===== config.mk =====
export PLATFORM = sky130hd
export DESIGN_NAME = muldiv_ctrl
export DESIGN_NICKNAME = d
export VERILOG_FILES = /design/src/rtl/muldiv_ctrl.sv
export SDC_FILE = /design/constraint.sdc
export NUM_CORES = 2
export LEC_CHECK = 0
export CORE_MARGIN = 1
export CORE_UTILIZATION = 55
export CTS_CLUSTER_SIZE = 16
export DETAILED_ROUTE_END_ITERATION = 8
export GPL_TIMING_DRIVEN = 0
export PLACE_DENSITY = 0.72
export SLEW_MARGIN = 20
export SYNTH_ARGS = -nofsm -noshare
export SYNTH_HDL_FRONTEND = slang
export SYNTH_SLANG_ARGS = --single-unit

===== constraint.sdc =====
create_clock -name clk -period 10.3 [get_ports clk]
set_clock_uncertainty 0.1 [all_clocks]
set_input_delay 1.03 -clock clk [delete_from_list [all_inputs] [get_ports clk]]
set_output_delay 1.03 -clock clk [all_outputs]
set_load 0.05 [all_outputs]

===== src/rtl/muldiv_ctrl.sv =====
// rtl/muldiv_ctrl.sv - multi-cycle MULT/MULTU/DIV/DIVU sequencer driving the HI/LO write port
// Define MULDIV_ITER_MUL_EN for a 32-cycle shift-add multiply instead of the single-cycle one.
module muldiv_ctrl #(
    parameter int DIV_ITERS = 32
) (
    input  logic        clk,
    input  logic        rst,
    input  logic        start,
    input  logic [1:0]  op,
    input  logic [31:0] a,
    input  logic [31:0] b,
    input  logic        flush,
    output logic        stall,
    output logic        hilo_we,
    output logic [31:0] hi_o,
    output logic [31:0] lo_o,
    output logic        div0
);
    typedef enum logic [2:0] {S_IDLE, S_MUL, S_DIV, S_FIX, S_DONE} state_t;
    localparam logic [4:0] LAST = 5'(DIV_ITERS - 1);

    state_t      state, state_next;
    logic        sign_a, sign_b;
    logic [31:0] rem, quo, mag_b;
    logic [4:0]  cnt;
    logic        is_signed;
    logic [31:0] abs_a, abs_b;
    logic [32:0] trial;
    logic [63:0] prod_raw, product;

    assign is_signed = ~op[0];
    assign abs_a     = (is_signed && a[31]) ? -a : a;
    assign abs_b     = (is_signed && b[31]) ? -b : b;
    assign trial     = {rem, quo[31]} - {1'b0, mag_b};

`ifdef MULDIV_ITER_MUL_EN
    logic        is_div;
    logic [32:0] mul_sum;
    assign mul_sum  = {1'b0, rem} + (quo[0] ? {1'b0, mag_b} : 33'd0);
    assign prod_raw = {rem, quo};
`else
    assign prod_raw = {32'd0, quo} * {32'd0, mag_b};
`endif
    // Sign flags are only ever set for signed ops, so MULTU/DIVU pass straight through.
    assign product = (sign_a ^ sign_b) ? -prod_raw : prod_raw;

    assign stall = (state == S_IDLE && start && !flush) || (state == S_MUL) ||
                   (state == S_DIV) || (state == S_FIX);

    always_ff @(posedge clk or negedge rst) begin
        if (!rst) state <= S_IDLE;
        else      state <= state_next;
    end

    always_comb begin
        state_next = state;
        case (state)
            S_IDLE: if (start) begin
                if (!op[1])         state_next = S_MUL;
                else if (b == '0)   state_next = S_DONE;
                else                state_next = S_DIV;
            end
`ifdef MULDIV_ITER_MUL_EN
            S_MUL:  if (cnt == LAST) state_next = S_FIX;
`else
            S_MUL:  state_next = S_DONE;
`endif
            S_DIV:  if (cnt == LAST) state_next = S_FIX;
            S_FIX:  state_next = S_DONE;
            S_DONE: state_next = S_IDLE;
            default: state_next = S_IDLE;
        endcase
        if (flush) state_next = S_IDLE;
    end

    always_ff @(posedge clk or negedge rst) begin
        if (!rst) begin
            sign_a  <= 1'b0;
            sign_b  <= 1'b0;
            rem     <= '0;
            quo     <= '0;
            mag_b   <= '0;
            cnt     <= '0;
            hilo_we <= 1'b0;
            div0    <= 1'b0;
            hi_o    <= '0;
            lo_o    <= '0;
`ifdef MULDIV_ITER_MUL_EN
            is_div  <= 1'b0;
`endif
        end else begin
            hilo_we <= 1'b0;
            div0    <= 1'b0;
            if (!flush) begin
                case (state)
                    S_IDLE: if (start) begin
                        sign_a <= is_signed & a[31];
                        sign_b <= is_signed & b[31];
                        rem    <= '0;
                        quo    <= abs_a;
                        mag_b  <= abs_b;
                        cnt    <= '0;
`ifdef MULDIV_ITER_MUL_EN
                        is_div <= op[1];
`endif
                        if (op[1] && b == '0) begin
                            hi_o    <= a;
                            lo_o    <= '1;
                            hilo_we <= 1'b1;
                            div0    <= 1'b1;
                        end
                    end
`ifdef MULDIV_ITER_MUL_EN
                    S_MUL: begin
                        rem <= mul_sum[32:1];
                        quo <= {mul_sum[0], quo[31:1]};
                        cnt <= cnt + 5'd1;
                    end
`else
                    S_MUL: begin
                        hi_o    <= product[63:32];
                        lo_o    <= product[31:0];
                        hilo_we <= 1'b1;
                    end
`endif
                    S_DIV: begin
                        if (!trial[32]) begin
                            rem <= trial[31:0];
                            quo <= {quo[30:0], 1'b1};
                        end else begin
                            rem <= {rem[30:0], quo[31]};
                            quo <= {quo[30:0], 1'b0};
                        end
                        cnt <= cnt + 5'd1;
                    end
                    S_FIX: begin
`ifdef MULDIV_ITER_MUL_EN
                        if (!is_div) begin
                            hi_o <= product[63:32];
                            lo_o <= product[31:0];
                        end else begin
                            lo_o <= (sign_a ^ sign_b) ? -quo : quo;
                            hi_o <= sign_a ? -rem : rem;
                        end
`else
                        lo_o <= (sign_a ^ sign_b) ? -quo : quo;
                        hi_o <= sign_a ? -rem : rem;
`endif
                        hilo_we <= 1'b1;
                    end
                    default: ;
                endcase
            end
        end
    end
endmodule


After elaboration in Yosys (flattened, before gate mapping)

Cells that the tools add are included.

Bits in registers: 172
Latch bits: 0
Bits in writable memories: 0
Bits in read-only memories: 0
Input port bits: 70
Output and inout port bits: 67
Logic and storage cells: 81
Memories: 0

Add/sub/neg operators: 7
$mul: 1
Div/mod/pow operators: 0
$lt $le $gt $ge: 0
Eq/ne operators: 8
Shift-type cells: 0
Mux-type cells: 31
Bitwise gates (word level): 5
Reduce and logical (&&, ||, !) cells: 18

Operators with widths:

| cell                | number |
|---|---|
| $mux 32             | 11 |
| $pmux 32 s3         | 2 |
| $neg 32->32         | 4 |
| $pmux 32 s2         | 2 |
| $mul 32x32->64      | 1 |
| $mux 64             | 1 |
| $neg 64->64         | 1 |
| $sub 33x32->33      | 1 |
| $logic_not 32->1    | 1 |
| $mux 3              | 5 |
| $pmux 5 s2          | 1 |
| $pmux 3 s3          | 1 |
| $eq 3x2->1 const B  | 2 |
| $mux 1              | 6 |
| $reduce_and 3->1    | 2 |
| $add 5x1->5 const B | 1 |
| $eq 5x5->1 const B  | 1 |
| $logic_and 1x1->1   | 5 |
| $mux 5              | 1 |
| $reduce_and 4->1    | 1 |
| $eq 3x1->1 const B  | 1 |
| $logic_not 3->1     | 1 |
| $logic_or 1x1->1    | 3 |
| $ne 3x2->1 const B  | 1 |
| 12 further kinds    | 14 |

Depth between registers and ports, before layout

Depth after elaboration: 6
Gate-level depth with buffers: 36
Depth with buffers taken out: 31

Worst setup path before layout

Ideal clock, no wire load.

Path kind: flip-flop to flip-flop
Start point: register quo[7]
End point: register hi_o[26]
Arrival time: 8.807 ns
Slack: 1.256 ns
Cell stages (with the launch flop): 33
Path buffers: 4
Clock period less this slack: 9.044 ns
Cell sequence: dfrtp_1 clkbuf_1 inv_1 clkbuf_1 clkbuf_1 nor2_1 fa_1 inv_1 fa_1 inv_1 fa_1 inv_1 fa_1 inv_1 fa_1 fa_1 fa_1 fa_1 ha_1 buf_4 a21oi_2 o21ai_1 a221o_1 a221oi_1 o21ai_0 xor2_1 nor4_1 nor4b_4 nand3_2 o41ai_2 xnor2_1 a222oi_1 a21oi_1

Cells in the longest elaborated chain, start to end: 4

RTL lines:

| what                     | RTL line | source |
|---|---|---|
| start: declaration       | 24       | `logic [31:0] rem, quo, mag_b;` |
| start signal: assignment | 100      | `quo <= abs_a;` |
| start signal: assignment | 129      | `quo <= {quo[30:0], 1'b1};` |
| start signal: assignment | 132      | `quo <= {quo[30:0], 1'b0};` |
| $mul 32x32->64 *         | 42       | `assign prod_raw = {32'd0, quo} * {32'd0, mag_b};` |
| $neg 64->64              | 45       | `assign product = (sign_a ^ sign_b) ? -prod_raw : prod_raw;` |
| $mux 64 *                | 45       |  |
| $pmux 32 s3 *            | 95       | `case (state)` |
| end signal: assignment   | 121      | `hi_o <= product[63:32];` |
| end signal: assignment   | 147      | `hi_o <= sign_a ? -rem : rem;` |
| end: declaration         | 15       | `output logic [31:0] hi_o,` |

Mark *: on every way between the ends. The rest lies on a longest branch, timed or not.
A chain may end at the register's enable or synchronous reset.

Final worst setup path

Start point: register quo[27]
End point: register hi_o[26]

Same word-level chain as after synthesis.

==> impl_metrics.py <==
metrics = {
    "cells_and_area": {
        "drive_gt1_share_pct": 6.46,
        "final_util_pct": 61.0,
        "nNetsFinal": 6905,
        "synthToLayoutAreaGrowth_pct": 9.02,
        "fillers": 7599,
    },
    "worst_setup_path": {
        "arrival_ns": 10.44,
        "end_kind": "flip-flop",
        "crit_slowest_cell": "dfrtp_2",
        "cpPeakStageDelay_ns": 0.67,
        "worstSetupPathType": "flip-flop to flip-flop",
        "cp-start-kind": "flip-flop",
        "path_max_fanout": 12,
        "required_ns": 10.56,
        "crit_top_cell": "fa_1",
    },
    "place": {
        "port_buffers": 135,
        "gp_congestion": 1.13,
        "hpwl_um": 159000,
    },
    "detailed_routing": {
        "drc": 0,
        "wl_met1_um": 70900,
        "dr_wl_met2_um": 78000,
        "wl_per_cell_um": 29.3,
        "drt-initial-drc-count": 5662,
        "final_antenna_net_count": 0,
        "routed_wl_um": 200000,
        "vias": 43372,
        "dr_wl_met3_um": 32500,
        "avgViaCountPerCell": 6.37,
        "first_pass_iters": 9,
        "top_layer": "met5",
    },
    "cts": {
        "cts_buffers": 17,
        "htree_num_levels": 4,
        "clkLatencyLatePin_ns": 0.51,
        "clock_tree.buffer_depth": 2,
        "clk_pin_slew_ns": 0.08,
        "clkSinkCount": 172,
        "root_buffer": "clkbuf_16",
        "holdBufCountCts": 0,
        "tritoncts": "built",
    },
    "synthesis": {
        "synth_area_per_cell_um2": 8.61,
        "synth-edff-count": 0,
        "synthDistinctLibCells": 111,
        "ys.flop_type": "dfrtp_1",
        "synth_fp_nets": 6746,
        "synth-async-reset-ratio_pct": 100,
        "yosys_register_bits": 172,
        "ys_seq_area_share_pct": 9.13,
        "syn_inst": 5476,
        "synth_area_um2": 47100,
        "yosysWarnings": 0,
    },
    "die": {
        "dieHeight_um": 295,
        "die_area_um2": 86900,
        "ioPinCount": 137,
        "fp.dieW_um": 295,
        "start_util_pct": 56.0,
        "core_area_um2": 84200,
        "row_count": 106,
    },
    "timing": {
        "min_period_over_period_pct": 98.8,
        "fin_crit_ns": 10.18,
        "worstMarginPinSlew_ns": 1.20,
        "hold_violations": 0,
        "setup_viol": 0,
        "drv_slew": 0,
        "fmax_mhz": 98.3,
        "relSlewSlack_pct": 19.3,
    },
    "global_routing": {
        "grt_overflow": 0,
        "grt_max_degree": 91,
        "first_global_vias": 42730,
        "grt_usage_pct": 46.7,
        "grt_pass1_wl_um": 285000,
        "antenna_found_initial": 24,
    },
    "status": {
        "status": "complete, no violations",
    },
    "worst_hold_path": {
        "min_path_type": "flip-flop to flip-flop",
    },
    "flow_run": {
        "drv_cap": 0,
    },
}
## cell families after synthesis
family | share of synthesized area, %
AND/OR/NAND/NOR | 18.4
buffers and inverters | 10.3
adder cells (fa/ha/maj) | 46.2
AO/OA/AOI/OAI | 10.8
XOR/XNOR | 4.77
flip-flops | 9.13
multiplexers | 0.335
## cells in the mapped netlist, types with 10 or more instances
cell type / count / area [µm²]
and3_1: 29 / 181
nand2_1: 667 / 2500
or2_2: 12 / 75.1
nor2_1: 301 / 1130
a222oi_1: 10 / 100
fa_1: 897 / 18000
inv_1: 922 / 3460
ha_1: 303 / 3790
o31ai_1: 34 / 255
nand2b_1: 19 / 119
a22oi_1: 31 / 233
dfrtp_1: 172 / 4300
a21oi_1: 227 / 1140
o22ai_1: 23 / 144
o21ai_0: 217 / 1090
nand4_1: 20 / 125
nor3_1: 58 / 290
a31oi_1: 26 / 163
o41ai_1: 15 / 131
and2_1: 500 / 3130
or4_1: 14 / 105
clkbuf_1: 298 / 1120
nor4_1: 18 / 113
nor2b_1: 13 / 81.3
o21bai_1: 14 / 105
nand3_1: 47 / 235
xnor2_1: 156 / 1370
buf_1: 30 / 113
or3_1: 17 / 106
o211ai_1: 21 / 158
o21a_1: 20 / 150
a211oi_1: 12 / 90.1
xor2_1: 94 / 823
a21o_1: 51 / 383
## cell usage in the layout, fill, tap and decap left out, types with 134 or more instances in the layout
cell type          n
inv_1            909
o21ai_0          211
xnor2_1          156
clkbuf_1         151
nor2_1           298
clkdlybuf4s50_1  134
dfrtp_1          148
nand2_1          666
a21oi_1          223
ha_1             300
fa_1             896
and2_1           499
## cell type report
| cell class | count | area (µm²) | area share (%) |
|---|---|---|---|
| Clock buffer | 18 | 429 | 0.835 |
| Sequential cell | 172 | 4360 | 8.49 |
| Multi-Input combinational cell | 4035 | 38100 | 74.3 |
| Timing Repair Buffer | 176 | 1720 | 3.35 |
| Inverter | 924 | 3520 | 6.85 |
| Antenna cell | 29 | 72.6 | 0.141 |
| Clock inverter | 14 | 146 | 0.285 |
| Tap cell | 1134 | 1420 | 2.76 |
| Buffer | 309 | 1560 | 3.04 |
## metal layers
| metal | track usage, % | up-vias |
|---|---|---|
| met4 | 32.8 | 20 |
| met3 | 23.2 | 915 |
| met2 | 62.7 | 3395 |
| li1 | - | 17450 |
| met5 | 0.397 | - |
| met1 | 57.8 | 21592 |
## through the flow
step | area (µm²) | hold slack [ns] | setup WS, ns | std cells | TNS [ns]
global route | 51300 | 0.414 | -0.0562 | 6786 | -0.0954
CTS | 50900 | 0.402 | 0.0109 | 6769 | 0
finish | 51400 | 0.392 | 0.125 | 6811 | 0
global placement | 49900 | 0.368 | -2.25 | 6745 | -54.62
floorplan | 47100 | 0.373 | 1.26 | 5476 | 0
detailed placement | 49900 | 0.381 | -1.91 | 6746 | -45.21
## worst max-delay path, delay by kind of cell, from the launching register on
| kind | cells | cell delay (ns) |
|---|---|---|
| AOI/OAI and AO/OA | 5 | 1.57 |
| xor gates and xnor gates | 1 | 0.15 |
| DFF | 1 | 0.67 |
| and+or+nand+nor | 7 | 2.22 |
| buffers and inverters | 6 | 0.76 |
| adders and majority gates | 9 | 4.52 |
## registers in the layout, indices dropped and copies added (netlist names)
signal and flops:
mag_b 32, state 3, cnt 5, hi_o 32
rem 32, lo_o 32, div0 1, sign_b 1
sign_a 1, hilo_we 1, quo 32
## repair_timing
item                                    in CTS  in global routing
endpoints found under the setup margin      37                 28
setup buffers                               18                 22
cloned                                       0                  0
gates resized for setup                    145                262
pin swaps                                    4                  8
## worst paths after layout
path	from	endpoint	slack [ns]	depth (start not counted)
setup / recovery	quo[27]	hi_o[26]	0.12	28
hold / removal	hi_o[15]	hi_o[15]	0.39	2
setup reg to reg	quo[27]	hi_o[26]	0.12	28
hold reg to reg	hi_o[15]	hi_o[15]	0.39	2
max in group asynchronous	rst	quo[13]	8.71	2
min in group asynchronous	rst	cnt[4]	0.42	1
Power is not shown: default switching activity piles up to over one toggle a cycle in this logic, so the estimate is an artifact.
